--- src/rtl/usbfs_endp_rx_arb.sv ---
// Routes one received OUT packet from the shared transactor to a single endpoint, then locks the
// buffer read port to that endpoint until it stops reading or the watchdog expires.
module usbfs_endp_rx_arb #(
  parameter int N_ENDP  = 4,
  parameter int MAX_PKT = 8,
  localparam int IDX_W    = $clog2(MAX_PKT),
  localparam int NBYTES_W = $clog2(MAX_PKT + 1),
  localparam int EP_W     = $clog2(N_ENDP)
) (
  input  logic                    i_clk,
  input  logic                    i_rst,
  output logic                    o_erReady,
  input  logic                    i_erValid,
  input  logic [3:0]              i_erEndp,
  output logic                    o_erStall,
  output logic                    o_erRdEn,
  output logic [IDX_W-1:0]        o_erRdIdx,
  input  logic [7:0]              i_erRdByte,
  input  logic [NBYTES_W-1:0]     i_erRdNBytes,
  input  logic [N_ENDP-1:0]       i_epErReady,
  input  logic [N_ENDP-1:0]       i_epErStall,
  output logic [N_ENDP-1:0]       o_epErValid,
  input  logic [N_ENDP-1:0]       i_epRdEn,
  input  logic [N_ENDP*IDX_W-1:0] i_epRdIdx,
  output logic [7:0]              o_epRdByte,
  output logic [NBYTES_W-1:0]     o_epRdNBytes,
  output logic [EP_W-1:0]         o_owner,
  output logic                    o_locked,
  output logic                    o_err
);

  localparam int                WDOG_W   = $clog2(MAX_PKT + 3);
  localparam logic [WDOG_W-1:0] WDOG_TMO = WDOG_W'(MAX_PKT + 2);
  localparam logic [3:0]        N_ENDP_L = 4'(N_ENDP);

  typedef enum logic {IDLE, LOCKED} state_t;

  state_t              state_q, state_d;
  logic [EP_W-1:0]     owner_q, owner_d;
  logic [WDOG_W-1:0]   wdog_q, wdog_d;
  logic                err_q, err_d;
  logic                selectable;
  logic [EP_W-1:0]     sel;
  logic                accept;
  logic                own_rd_en;
  logic [IDX_W-1:0]    own_rd_idx;

  assign selectable = (i_erEndp < N_ENDP_L);
  assign sel        = i_erEndp[EP_W-1:0];

  // Only the owner's read request reaches the transactor; everyone else is ignored.
  always_comb begin
    own_rd_en  = 1'b0;
    own_rd_idx = '0;
    for (int k = 0; k < N_ENDP; k++) begin
      if (owner_q == EP_W'(k)) begin
        own_rd_en  = i_epRdEn[k];
        own_rd_idx = i_epRdIdx[k*IDX_W +: IDX_W];
      end
    end
  end

  always_comb begin
    state_d     = state_q;
    owner_d     = owner_q;
    wdog_d      = wdog_q;
    err_d       = 1'b0;
    accept      = 1'b0;
    o_erReady   = 1'b0;
    o_erStall   = 1'b0;
    o_epErValid = '0;
    o_erRdEn    = 1'b0;
    o_erRdIdx   = '0;
    case (state_q)
      IDLE: begin
        if (selectable) begin
          o_epErValid[sel] = i_erValid;
          o_erReady        = i_epErReady[sel] && !i_epErStall[sel];
          o_erStall        = i_epErStall[sel];
        end else begin
          o_erStall = 1'b1;
        end
        accept = o_erReady && i_erValid;
        if (accept) begin
          state_d = LOCKED;
          owner_d = sel;
          wdog_d  = '0;
        end
      end
      LOCKED: begin
        o_erRdEn  = own_rd_en;
        o_erRdIdx = own_rd_idx;
        if (wdog_q != '1) wdog_d = wdog_q + 1'b1;
        // An endpoint that never releases the buffer is evicted after MAX_PKT+3 cycles.
        if (wdog_q == WDOG_TMO) begin
          state_d = IDLE;
          err_d   = 1'b1;
        end else if (!own_rd_en) begin
          state_d = IDLE;
        end
      end
    endcase
  end

  always_ff @(posedge i_clk or posedge i_rst) begin
    if (i_rst) begin
      state_q <= IDLE;
      owner_q <= '0;
      wdog_q  <= '0;
      err_q   <= 1'b0;
    end else begin
      state_q <= state_d;
      owner_q <= owner_d;
      wdog_q  <= wdog_d;
      err_q   <= err_d;
    end
  end

  assign o_owner      = owner_q;
  assign o_locked     = (state_q == LOCKED);
  assign o_err        = err_q;
  assign o_epRdByte   = i_erRdByte;
  assign o_epRdNBytes = i_erRdNBytes;

endmodule

--- config.mk ---
export PLATFORM = sky130hd
export DESIGN_NAME = usbfs_endp_rx_arb
export DESIGN_NICKNAME = d
export VERILOG_FILES = /design/src/rtl/usbfs_endp_rx_arb.sv
export SDC_FILE = /design/constraint.sdc
export NUM_CORES = 1
export LEC_CHECK = 0
export BUFFER_PORTS_ARGS = -buffer_cell sky130_fd_sc_hd__clkbuf_2
export CORE_MARGIN = 2
export CORE_UTILIZATION = 30
export CTS_CLUSTER_SIZE = 10
export DETAILED_ROUTE_END_ITERATION = 8
export PLACE_DENSITY_LB_ADDON = 0.3
export SKIP_CTS_REPAIR_TIMING = 1
export SYNTH_ARGS = -nofsm -noshare
export SYNTH_HDL_FRONTEND = slang
export SYNTH_SLANG_ARGS = --single-unit
--- constraint.sdc ---
create_clock -name i_clk -period 2.9 [get_ports i_clk]
set_input_delay 0.29 -clock i_clk [delete_from_list [all_inputs] [get_ports i_clk]]
set_output_delay 0.29 -clock i_clk [all_outputs]
set_load 0.01 [all_outputs]
# Word level (Yosys, flattened, before mapping)
# Index checks and enable logic that the tools add are counted.
# Widths: inputs -> output; s select.
[word_totals]
register_bits = 8
word_cells = 56
inputBits = 43
out_inout_bits = 26
[classes]
n_bitwise = 2
order_cmp = 3
addsub = 1
n_eq_ne = 7
reduce_logical = 7
mux = 32
[ops]
columns = ["op", "n"]
rows = [
  ["$mux 1", 18],
  ["$mux 4", 4],
  ["$mux 3", 5],
  ["$pmux 4 s2", 1],
  ["$add 4x1->4 const B", 1],
  ["$and 4x4->4", 1],
  ["$bmux 1 s2", 2],
  ["$eq 2x2->1 const B", 2],
  ["$eq 4x4->1 const B", 1],
  ["$lt 4x3->1 const B", 1],
  ["$ne 4x4->1 const B", 1],
  ["$reduce_and 2->1", 2],
  ["$logic_and 1x1->1", 3],
  ["$lt 2x3->1 const B", 1],
  ["$demux 1 s2", 1],
  ["$eq 2x1->1 const B", 1],
  ["$ge 2x1->1 const B", 1],
  ["$logic_not 2->1", 1],
  ["$ne 2x1->1 const B", 1],
  ["$ne 2x2->1 const B", 1],
  ["$pmux 1 s2", 1],
  ["$logic_not 1->1", 1],
  ["$not 1->1", 1],
]

# Longest topological paths before layout
# Gate-level depths: netlist of run 1.
[depth]
ltp_word = 9
mapped_depth = 6
depth_no_buf = 5

# Least setup slack after synthesis of run 1
# No wires, ideal clock.
[synth_timing]
kind = "input to register"
startpoint = "in i_erEndp[0]"
endpoint = "reg owner_q[0], in the netlist o_owner[0]"
path_buffers = 2
setup_time_ns = 0.125
t_required_ns = 2.775
setup_slack_ns = 1.332
stages = 5
t_arrival_ns = 1.443
cell_sequence = "buf_6 -> mux4_2 -> and3_1 -> buf_6 -> mux2_4"
[synth_between]
elab_chain_len = 8
elab_cells_between_ends = 11
classes_between = "order compare: 1; mux: 6; reduce/logical: 4"
[synth_rtl]
columns = ["item", "line_no", "text"]
rows = [
  ["from (decl)", "14", "input logic [3:0] i_erEndp,"],
  ["$bmux 1 s2", "78", "o_erReady = i_epErReady[sel] && !i_epErStall[sel];"],
  ["$mux 1 (implied by the code)", "78", ""],
  ["$logic_not 1->1", "78", ""],
  ["$logic_and 1x1->1", "78", ""],
  ["$mux 1", "76", "if (selectable) begin"],
  ["$mux 1", "74", "case (state_q)"],
  ["$logic_and 1x1->1", "83", "accept = o_erReady && i_erValid;"],
  ["$reduce_and 2->1 (no source line)", "-", ""],
  ["to (signal assigned)", "113", "owner_q <= owner_d;"],
  ["to (decl)", "39", "logic [EP_W-1:0] owner_q, owner_d;"],
]
# Several ways; a longest one is shown, not always the timed one. The select of a mux whose other input is x is not followed.
# A chain may end at the register's enable or synchronous reset.

# Worst setup path in the final report of run 1
[layout_timing]
startpoint = "reg state_q, in the netlist o_locked"
endpoint = "out o_epErValid[0]"
[layout_between]
elab_chain_len = 1
[layout_rtl]
columns = ["item", "line_no", "text"]
rows = [
  ["from (decl)", "38", "state_t state_q, state_d;"],
  ["from (signal assigned)", "112", "state_q <= state_d;"],
  ["$mux 4", "74", ""],
  ["to (decl)", "22", "output logic [N_ENDP-1:0] o_epErValid,"],
]
# No other way between the ends.

==> flow_results.xml, run 1 <==
<?xml version="1.0" encoding="UTF-8"?>
<metrics>
  <group name="die">
    <metric name="die_w" unit="um">52.84</metric>
    <metric name="number_of_standard_cell_rows_in_the_floorplan" unit="">17</metric>
    <metric name="io-pin-count" unit="">69</metric>
    <metric name="placeableCoreArea" unit="um^2">2233</metric>
    <metric name="die_area" unit="um^2">2792</metric>
    <metric name="floorplan.initialDensity" unit="">0.3204</metric>
    <metric name="die_h" unit="um">52.84</metric>
  </group>
  <group name="timing">
    <metric name="skew" unit="ps">0.1845</metric>
    <metric name="finalCriticalPeriod" unit="ps">1951</metric>
    <metric name="report.final.hold_viol_count" unit="">0</metric>
    <metric name="timing.fmax" unit="GHz">0.5126</metric>
    <metric name="post_route_worst_hold_slack" unit="ps">381.0</metric>
    <metric name="drv_slew" unit="">0</metric>
    <metric name="tightest_slew" unit="ps">368.2</metric>
    <metric name="worst_slew_slack_as_a_fraction_of_its_limit" unit="">0.7540</metric>
    <metric name="setup-violations-final" unit="">0</metric>
    <metric name="setup_total_negative_slack" unit="ps">0</metric>
    <metric name="rsz0062_at_grt" unit="">false</metric>
    <metric name="min_period_over_period" unit="">0.6727</metric>
  </group>
  <group name="cells_and_area">
    <metric name="syn2layout_area_growth" unit="%">23.95</metric>
    <metric name="insertedDiodeCount" unit="">0</metric>
    <metric name="mostFrequentLayoutCell" unit="">sky130_fd_sc_hd__clkbuf_2</metric>
    <metric name="utilization" unit="">0.3972</metric>
    <metric name="num-nets-final" unit="">150</metric>
    <metric name="filler_cell_count" unit="">239</metric>
    <metric name="seqCellArea" unit="um^2">200.2</metric>
    <metric name="finish.cell_count_without_fillers" unit="">131</metric>
    <metric name="multi_input_area" unit="um^2">387.9</metric>
    <metric name="layout-drive-gt1-share" unit="">0.5631</metric>
    <metric name="most-common-layout-cells" unit="">44 x sky130_fd_sc_hd__clkbuf_2, 8 x sky130_fd_sc_hd__dfrtp_1, 5 x sky130_fd_sc_hd__mux4_2, 4 x sky130_fd_sc_hd__nand2_1, 4 x sky130_fd_sc_hd__and2_1</metric>
  </group>
  <group name="synthesis">
    <metric name="netlist-cell-type-count" unit="">27</metric>
    <metric name="post_synth.cell_area_avg" unit="um^2">10.22</metric>
    <metric name="yosysWarnings" unit="">0</metric>
    <metric name="synth_seq_cells" unit="">8</metric>
    <metric name="netlist_area_before_placement" unit="um^2">715.7</metric>
    <metric name="synthesized_instance_count" unit="">70</metric>
    <metric name="ys_seq_area_frac" unit="">0.2797</metric>
    <metric name="synth.net_count" unit="">115</metric>
  </group>
  <group name="clock_tree">
    <metric name="clk_pin_slew_worst_paths" unit="ps">50</metric>
    <metric name="tritoncts_num_sinks" unit="">8</metric>
    <metric name="cts_tree" unit="">done</metric>
    <metric name="clockBufferDepth" unit="">2</metric>
    <metric name="clock_tree.root_cell" unit="">sky130_fd_sc_hd__clkbuf_4</metric>
    <metric name="htreeDepth" unit="">1</metric>
    <metric name="cts_buffers" unit="">3</metric>
    <metric name="clock_insertion_delay_worst_skew" unit="ps">250</metric>
  </group>
  <group name="route">
    <metric name="route.detailed.drc" unit="">0</metric>
    <metric name="detailroute.via_count" unit="">613</metric>
    <metric name="first_pass_iters" unit="">4</metric>
    <metric name="wirelength" unit="um">1543</metric>
    <metric name="detail_route.vias_per_cell" unit="">4.679</metric>
    <metric name="ant_nets" unit="">0</metric>
    <metric name="drt-wirelength-per-cell" unit="um">11.78</metric>
    <metric name="drt_iter0_drc" unit="">9</metric>
  </group>
  <group name="power">
    <metric name="clkPwrFrac" unit="">0.185</metric>
    <metric name="comb_power_share" unit="">0.368</metric>
    <metric name="seqPwrFrac" unit="">0.447</metric>
    <metric name="intPower" unit="mW">0.2989</metric>
    <metric name="power.switching_fraction" unit="">0.3348</metric>
    <metric name="power.leakage" unit="nW">0.4731</metric>
    <metric name="power-per-cell-area" unit="nW/um^2">506.5</metric>
    <metric name="finalPower" unit="mW">0.4493</metric>
    <metric name="vdd.ir_drop.worst" unit="mV">0.2082</metric>
    <metric name="p_sw" unit="mW">0.1504</metric>
  </group>
  <group name="critical_path">
    <metric name="path_cells" unit="">nor2b_1 -&gt; nor3b_1 -&gt; nor3b_1 -&gt; clkbuf_2</metric>
    <metric name="setup.worst_path.class" unit="">reg -&gt; out</metric>
    <metric name="reg2reg_slack" unit="ps">1390</metric>
    <metric name="critical_path_required" unit="ps">2610</metric>
    <metric name="cp_max_fo" unit="">13</metric>
    <metric name="crit-reg2reg-launch" unit="">o_owner[0]</metric>
    <metric name="worst-path-buf-inv" unit="">1</metric>
    <metric name="reg2regPathDepth" unit="">3</metric>
    <metric name="data_arrival_time_at_the_worst_slack_endpoint" unit="ps">1660</metric>
    <metric name="crit_family" unit="">simple AND/OR/NAND/NOR gates</metric>
    <metric name="worst_path_max_delay_cell" unit="">sky130_fd_sc_hd__dfrtp_1</metric>
    <metric name="crit_path_frequent_cell" unit="">sky130_fd_sc_hd__nor3b_1</metric>
    <metric name="worst_setup_path_start_kind" unit="">flip-flop</metric>
    <metric name="peak_per_stage_delay_on_the_critical_path" unit="ps">490</metric>
    <metric name="reg2reg_to" unit="">o_locked</metric>
    <metric name="worstSetupEndpointType" unit="">output port</metric>
  </group>
  <group name="global_routing">
    <metric name="global_route.overflow_total" unit="">0</metric>
    <metric name="grtUsageTotal" unit="">0.1152</metric>
    <metric name="grt_first_pass_wirelength" unit="um">2270</metric>
    <metric name="maximum_number_of_pins_on_one_net_before_global_route_repair" unit="">14</metric>
    <metric name="first_global_vias" unit="">530</metric>
    <metric name="antenna_found_initial" unit="">0</metric>
  </group>
  <group name="placement">
    <metric name="numPlacedInstances" unit="">127</metric>
    <metric name="count_of_port_buffers_added_during_placement" unit="">44</metric>
    <metric name="dp.final_hpwl" unit="um">1310</metric>
    <metric name="finalWeightedCongestion" unit="">0.6897</metric>
  </group>
  <group name="min_path">
    <metric name="hold_ep" unit="">o_owner[1]</metric>
    <metric name="cell_count_of_the_worst_hold_path" unit="">2</metric>
    <metric name="hold_path.startpoint" unit="">i_erEndp[1]</metric>
    <metric name="worstHoldPathType" unit="">in -&gt; reg</metric>
  </group>
  <group name="run">
    <metric name="max-cap-violations" unit="">0</metric>
  </group>
  <group name="run_status">
    <metric name="status" unit="">completed</metric>
  </group>
</metrics>
-- Yosys cell counts --
| master | instances | area share |
|---|---|---|
| sky130_fd_sc_hd__nand4_1 | 1 | 0.0087 |
| sky130_fd_sc_hd__nand2_1 | 4 | 0.021 |
| sky130_fd_sc_hd__inv_1 | 3 | 0.016 |
| sky130_fd_sc_hd__buf_4 | 12 | 0.13 |
| sky130_fd_sc_hd__clkbuf_1 | 1 | 0.0052 |
| sky130_fd_sc_hd__nand3b_1 | 1 | 0.010 |
| sky130_fd_sc_hd__nor2b_1 | 1 | 0.0087 |
| sky130_fd_sc_hd__and3b_2 | 1 | 0.014 |
| sky130_fd_sc_hd__o22ai_1 | 2 | 0.017 |
| sky130_fd_sc_hd__dfrtp_1 | 8 | 0.28 |
| sky130_fd_sc_hd__ha_1 | 2 | 0.035 |
| sky130_fd_sc_hd__nor3b_1 | 3 | 0.031 |
| sky130_fd_sc_hd__a22o_1 | 1 | 0.012 |
| sky130_fd_sc_hd__mux2_4 | 2 | 0.042 |
| sky130_fd_sc_hd__buf_6 | 2 | 0.031 |
| sky130_fd_sc_hd__o21ai_0 | 2 | 0.014 |
| sky130_fd_sc_hd__nand3_1 | 2 | 0.014 |
| sky130_fd_sc_hd__nor2_1 | 3 | 0.016 |
| sky130_fd_sc_hd__and4b_1 | 1 | 0.014 |
| sky130_fd_sc_hd__and2_1 | 4 | 0.035 |
| sky130_fd_sc_hd__and3_2 | 2 | 0.021 |
| sky130_fd_sc_hd__and3_1 | 1 | 0.0087 |
| sky130_fd_sc_hd__mux4_2 | 5 | 0.16 |
| sky130_fd_sc_hd__a21oi_1 | 1 | 0.0070 |
| sky130_fd_sc_hd__a21o_2 | 1 | 0.012 |
| sky130_fd_sc_hd__nor3_1 | 2 | 0.014 |
| sky130_fd_sc_hd__mux2i_1 | 2 | 0.028 |
-- cell type report --
cell class,count,area share
multi-input combinational,44,0.4372
timing repair buffer,45,0.2595
sequential,8,0.2257
tap,28,0.03949
clock buffer,3,0.02539
inverter,3,0.01269
-- layer usage --
layer / up-vias / global-route usage / share of wire
met5: - / 0 / 0
met2: 31 / 0.1771 / 0.50
met1: 272 / 0.1265 / 0.40
met3: 6 / 0.05429 / 0.077
met4: 0 / 0.07265 / 0.022
li1: 304 / - / -
-- sequential cells by signal, indices dropped and copies added (netlist names) --
signal,flops
wdog_q,4
o_owner,2
o_err,1
o_locked,1
-- power by group through the flow --
stage / registers, mW / clock network [mW] / logic (mW)
6_report: 0.201 / 0.0831 / 0.166
5_1_grt: 0.209 / 0.0949 / 0.183
4_1_cts: 0.201 / 0.0865 / 0.167
3_5_place_dp: 0.203 / 0 / 0.167
3_3_place_gp: 0.203 / 0 / 0.166
2_1_floorplan: 0.194 / 0 / 0.133
-- worst max path at each step --
stage	startpoint	end	slack [ps]	cells after the start
global route	o_locked	o_epErValid[2]	760	5
floorplan	i_erEndp[0]	o_owner[0]	1330	5
detailed placement	i_erEndp[0]	o_owner[0]	1180	4
finish	o_locked	o_epErValid[0]	950	4
global placement	i_erEndp[0]	o_owner[0]	1210	4
CTS	o_locked	o_epErValid[0]	910	4
-- cells by family (layout without fill, tap and decap cells) --
group / after synthesis / after routing / share of synthesized area
flops: 8 / 8 / 0.2797
buf+inv: 18 / 51 / 0.1783
mux: 9 / 9 / 0.2273
simple gates: 26 / 26 / 0.2168
compound gates: 7 / 7 / 0.06293
fa+ha+maj: 2 / 2 / 0.03496
-- through the flow --
stage,cell area [um^2],setup slack [ps]
floorplan,715.7,1332
global placement,854.6,1214
global route,887.1,755.7
finish,887.1,949.2
CTS,877.1,912.3
detailed placement,854.6,1177
-- worst register-to-register path: cells and delay by family (launching register included) --
kind	cells	cell delay, ps
AO/OA/AOI/OAI	1	180
multiplexers	1	540
flip-flops	1	510
AND/OR/NAND/NOR	1	180
Power figures use the tool's default switching activity.
==> run 2: changes to the inputs <==
Clock period 2.9 ns to 2 ns, I/O delays scaled along.
==> run 2 against run 1 <==
Sequential share of layout area is 0.19 points lower. Via count up 5.4%. Final area up 0.85%. Highest routed layer unchanged. Largest power group unchanged. Wire length up 4.4%. Sequential power is 42% higher. Sequential cell count is the same. Clock-buffer cell count unchanged. Global-route usage is 0.31 points higher. Critical path depth fell by 1.
==> flow_results.xml, run 2 (synthesis results as in run 1) <==
<?xml version="1.0" encoding="UTF-8"?>
<metrics>
  <group name="clock_tree">
    <metric name="clk_pin_slew_worst_paths" unit="ps">50</metric>
    <metric name="clock_insertion_delay_worst_skew" unit="ps">260</metric>
    <metric name="tritoncts_num_sinks" unit="">8</metric>
    <metric name="clockBufferDepth" unit="">2</metric>
    <metric name="clock_tree.root_cell" unit="">sky130_fd_sc_hd__clkbuf_4</metric>
    <metric name="cts_tree" unit="">done</metric>
    <metric name="htreeDepth" unit="">1</metric>
    <metric name="cts_buffers" unit="">3</metric>
  </group>
  <group name="route">
    <metric name="wirelength" unit="um">1611</metric>
    <metric name="detailroute.via_count" unit="">646</metric>
    <metric name="detail_route.vias_per_cell" unit="">4.894</metric>
    <metric name="route.detailed.drc" unit="">0</metric>
    <metric name="drt_iter0_drc" unit="">2</metric>
    <metric name="drt-wirelength-per-cell" unit="um">12.20</metric>
    <metric name="first_pass_iters" unit="">4</metric>
    <metric name="ant_nets" unit="">0</metric>
  </group>
  <group name="cells_and_area">
    <metric name="number_of_flip_flops_in_the_largest_register" unit="">4</metric>
    <metric name="syn2layout_area_growth" unit="%">25.00</metric>
    <metric name="utilization" unit="">0.4006</metric>
    <metric name="mostFrequentLayoutCell" unit="">sky130_fd_sc_hd__clkbuf_2</metric>
    <metric name="most-common-layout-cells" unit="">44 x sky130_fd_sc_hd__clkbuf_2, 8 x sky130_fd_sc_hd__dfrtp_1, 5 x sky130_fd_sc_hd__mux4_2, 4 x sky130_fd_sc_hd__nand2_1, 4 x sky130_fd_sc_hd__and2_1</metric>
    <metric name="insertedDiodeCount" unit="">0</metric>
    <metric name="num-nets-final" unit="">151</metric>
    <metric name="max_flop_register" unit="">wdog_q</metric>
    <metric name="stdcell_area" unit="um^2">894.6</metric>
    <metric name="layout-drive-gt1-share" unit="">0.5673</metric>
  </group>
  <group name="critical_path">
    <metric name="worstSetupEndpointType" unit="">output port</metric>
    <metric name="peak_per_stage_delay_on_the_critical_path" unit="ps">530</metric>
    <metric name="setup.worst_path.start" unit="">o_owner[0]</metric>
    <metric name="reg2reg_slack" unit="ps">500</metric>
    <metric name="worst_path_max_delay_cell" unit="">sky130_fd_sc_hd__mux4_2</metric>
    <metric name="cp_max_fo" unit="">6</metric>
    <metric name="crit-reg2reg-launch" unit="">o_owner[0]</metric>
    <metric name="critical_path_required" unit="ps">1800</metric>
    <metric name="worst_setup_path_start_kind" unit="">flip-flop</metric>
    <metric name="setup.worst_path.class" unit="">reg -&gt; out</metric>
    <metric name="path_cells" unit="">mux4_2 -&gt; and2_1 -&gt; clkbuf_2</metric>
    <metric name="data_arrival_time_at_the_worst_slack_endpoint" unit="ps">1590</metric>
  </group>
  <group name="power">
    <metric name="finalPower" unit="mW">0.6612</metric>
    <metric name="p_sw" unit="mW">0.2252</metric>
    <metric name="clkPwrFrac" unit="">0.193</metric>
    <metric name="intPower" unit="mW">0.4360</metric>
    <metric name="power.leakage" unit="nW">0.4785</metric>
    <metric name="power.switching_fraction" unit="">0.3405</metric>
    <metric name="vdd.ir_drop.worst" unit="mV">0.2662</metric>
    <metric name="power-per-cell-area" unit="nW/um^2">739.1</metric>
    <metric name="seqPwrFrac" unit="">0.432</metric>
    <metric name="comb_power_share" unit="">0.375</metric>
  </group>
  <group name="timing">
    <metric name="skew" unit="ps">0.9840</metric>
    <metric name="tightest_slew" unit="ps">370.0</metric>
    <metric name="rsz0062_at_grt" unit="">false</metric>
    <metric name="worst_slew_slack_as_a_fraction_of_its_limit" unit="">0.7528</metric>
    <metric name="timing.fmax" unit="GHz">0.5575</metric>
    <metric name="setup-violations-final" unit="">0</metric>
    <metric name="finalCriticalPeriod" unit="ps">1794</metric>
    <metric name="min_period_over_period" unit="">0.8969</metric>
    <metric name="drv_slew" unit="">0</metric>
    <metric name="report.final.hold_viol_count" unit="">0</metric>
    <metric name="setup_total_negative_slack" unit="ps">0</metric>
    <metric name="post_route_worst_hold_slack" unit="ps">284.2</metric>
  </group>
  <group name="die">
    <metric name="die_area" unit="um^2">2792</metric>
    <metric name="number_of_standard_cell_rows_in_the_floorplan" unit="">17</metric>
    <metric name="die_h" unit="um">52.84</metric>
    <metric name="floorplan.initialDensity" unit="">0.3204</metric>
    <metric name="placeableCoreArea" unit="um^2">2233</metric>
    <metric name="die_w" unit="um">52.84</metric>
    <metric name="io-pin-count" unit="">69</metric>
  </group>
  <group name="global_routing">
    <metric name="antenna_found_initial" unit="">0</metric>
    <metric name="grt_first_pass_wirelength" unit="um">2325</metric>
    <metric name="maximum_number_of_pins_on_one_net_before_global_route_repair" unit="">13</metric>
    <metric name="first_global_vias" unit="">566</metric>
    <metric name="grtUsageTotal" unit="">0.1184</metric>
    <metric name="global_route.overflow_total" unit="">0</metric>
  </group>
  <group name="run_status">
    <metric name="status" unit="">completed</metric>
  </group>
  <group name="min_path">
    <metric name="hold_path.startpoint" unit="">i_erEndp[1]</metric>
    <metric name="worstHoldPathType" unit="">in -&gt; reg</metric>
  </group>
  <group name="placement">
    <metric name="count_of_port_buffers_added_during_placement" unit="">44</metric>
    <metric name="dp.final_hpwl" unit="um">1403</metric>
    <metric name="finalWeightedCongestion" unit="">0.7587</metric>
    <metric name="postPlaceCellArea" unit="um^2">862.1</metric>
  </group>
  <group name="run">
    <metric name="max-cap-violations" unit="">0</metric>
  </group>
</metrics>
-- run 2: cell types whose count changed in the layout (fill, tap and decap cells not counted), sizes merged --
cell,previous run,this run
buf,0,1
-- run 2: final timing paths --
| path | to | cells after the start |
|---|---|---|
| worst max register to register | o_locked | 3 |
| worst max-delay path | o_erRdEn | 3 |
| worst min register to register | wdog_q[3] | 1 |
| max in group asynchronous | o_locked | 3 |
| min in group asynchronous | o_err | 3 |
| worst min-delay path | o_owner[1] | 2 |
-- run 2: per-layer routing --
| metal | GRT usage | up-vias | part of all wire | wire length, um |
|---|---|---|---|---|
| li1 | - | 312 | - | - |
| met1 | 0.1358 | 291 | 0.38 | 611 |
| met2 | 0.1771 | 34 | 0.50 | 804 |
| met3 | 0.02857 | 9 | 0.082 | 132 |
| met4 | 0.1111 | 0 | 0.039 | 63 |
| met5 | 0 | - | 0 | 0 |
-- run 2: cell type report --
| class | instances | area [um^2] |
|---|---|---|
| sequential | 8 | 200.2 |
| fill | 237 | 1339 |
| tap | 28 | 35.03 |
| timing repair buffer | 46 | 237.7 |
| clock buffer | 3 | 22.52 |
| inverter | 3 | 11.26 |
| multi-input combinational | 44 | 387.9 |
-- run 2: per-stage QoR --
step | setup slack [ps] | cells
CTS | 168.2 | 131
floorplan | 460.7 | 70
global route | 122.2 | 132
detailed placement | 370.3 | 128
global placement | 406.3 | 128
finish | 206.3 | 132
-- run 2: power by group through the flow --
stage | logic [mW] | clock network (mW) | registers, mW
global route | 0.272 | 0.141 | 0.299
finish | 0.248 | 0.127 | 0.286
detailed placement | 0.250 | 0 | 0.289
global placement | 0.244 | 0 | 0.290
floorplan | 0.193 | 0 | 0.281
CTS | 0.250 | 0.132 | 0.286
-- run 2: critical path: cells and delay by family, from the launching register on --
family | cells | cell delay (ps)
muxes | 1 | 530
DFF | 1 | 500
and+or+nand+nor | 1 | 180
buffers and inverters | 1 | 130
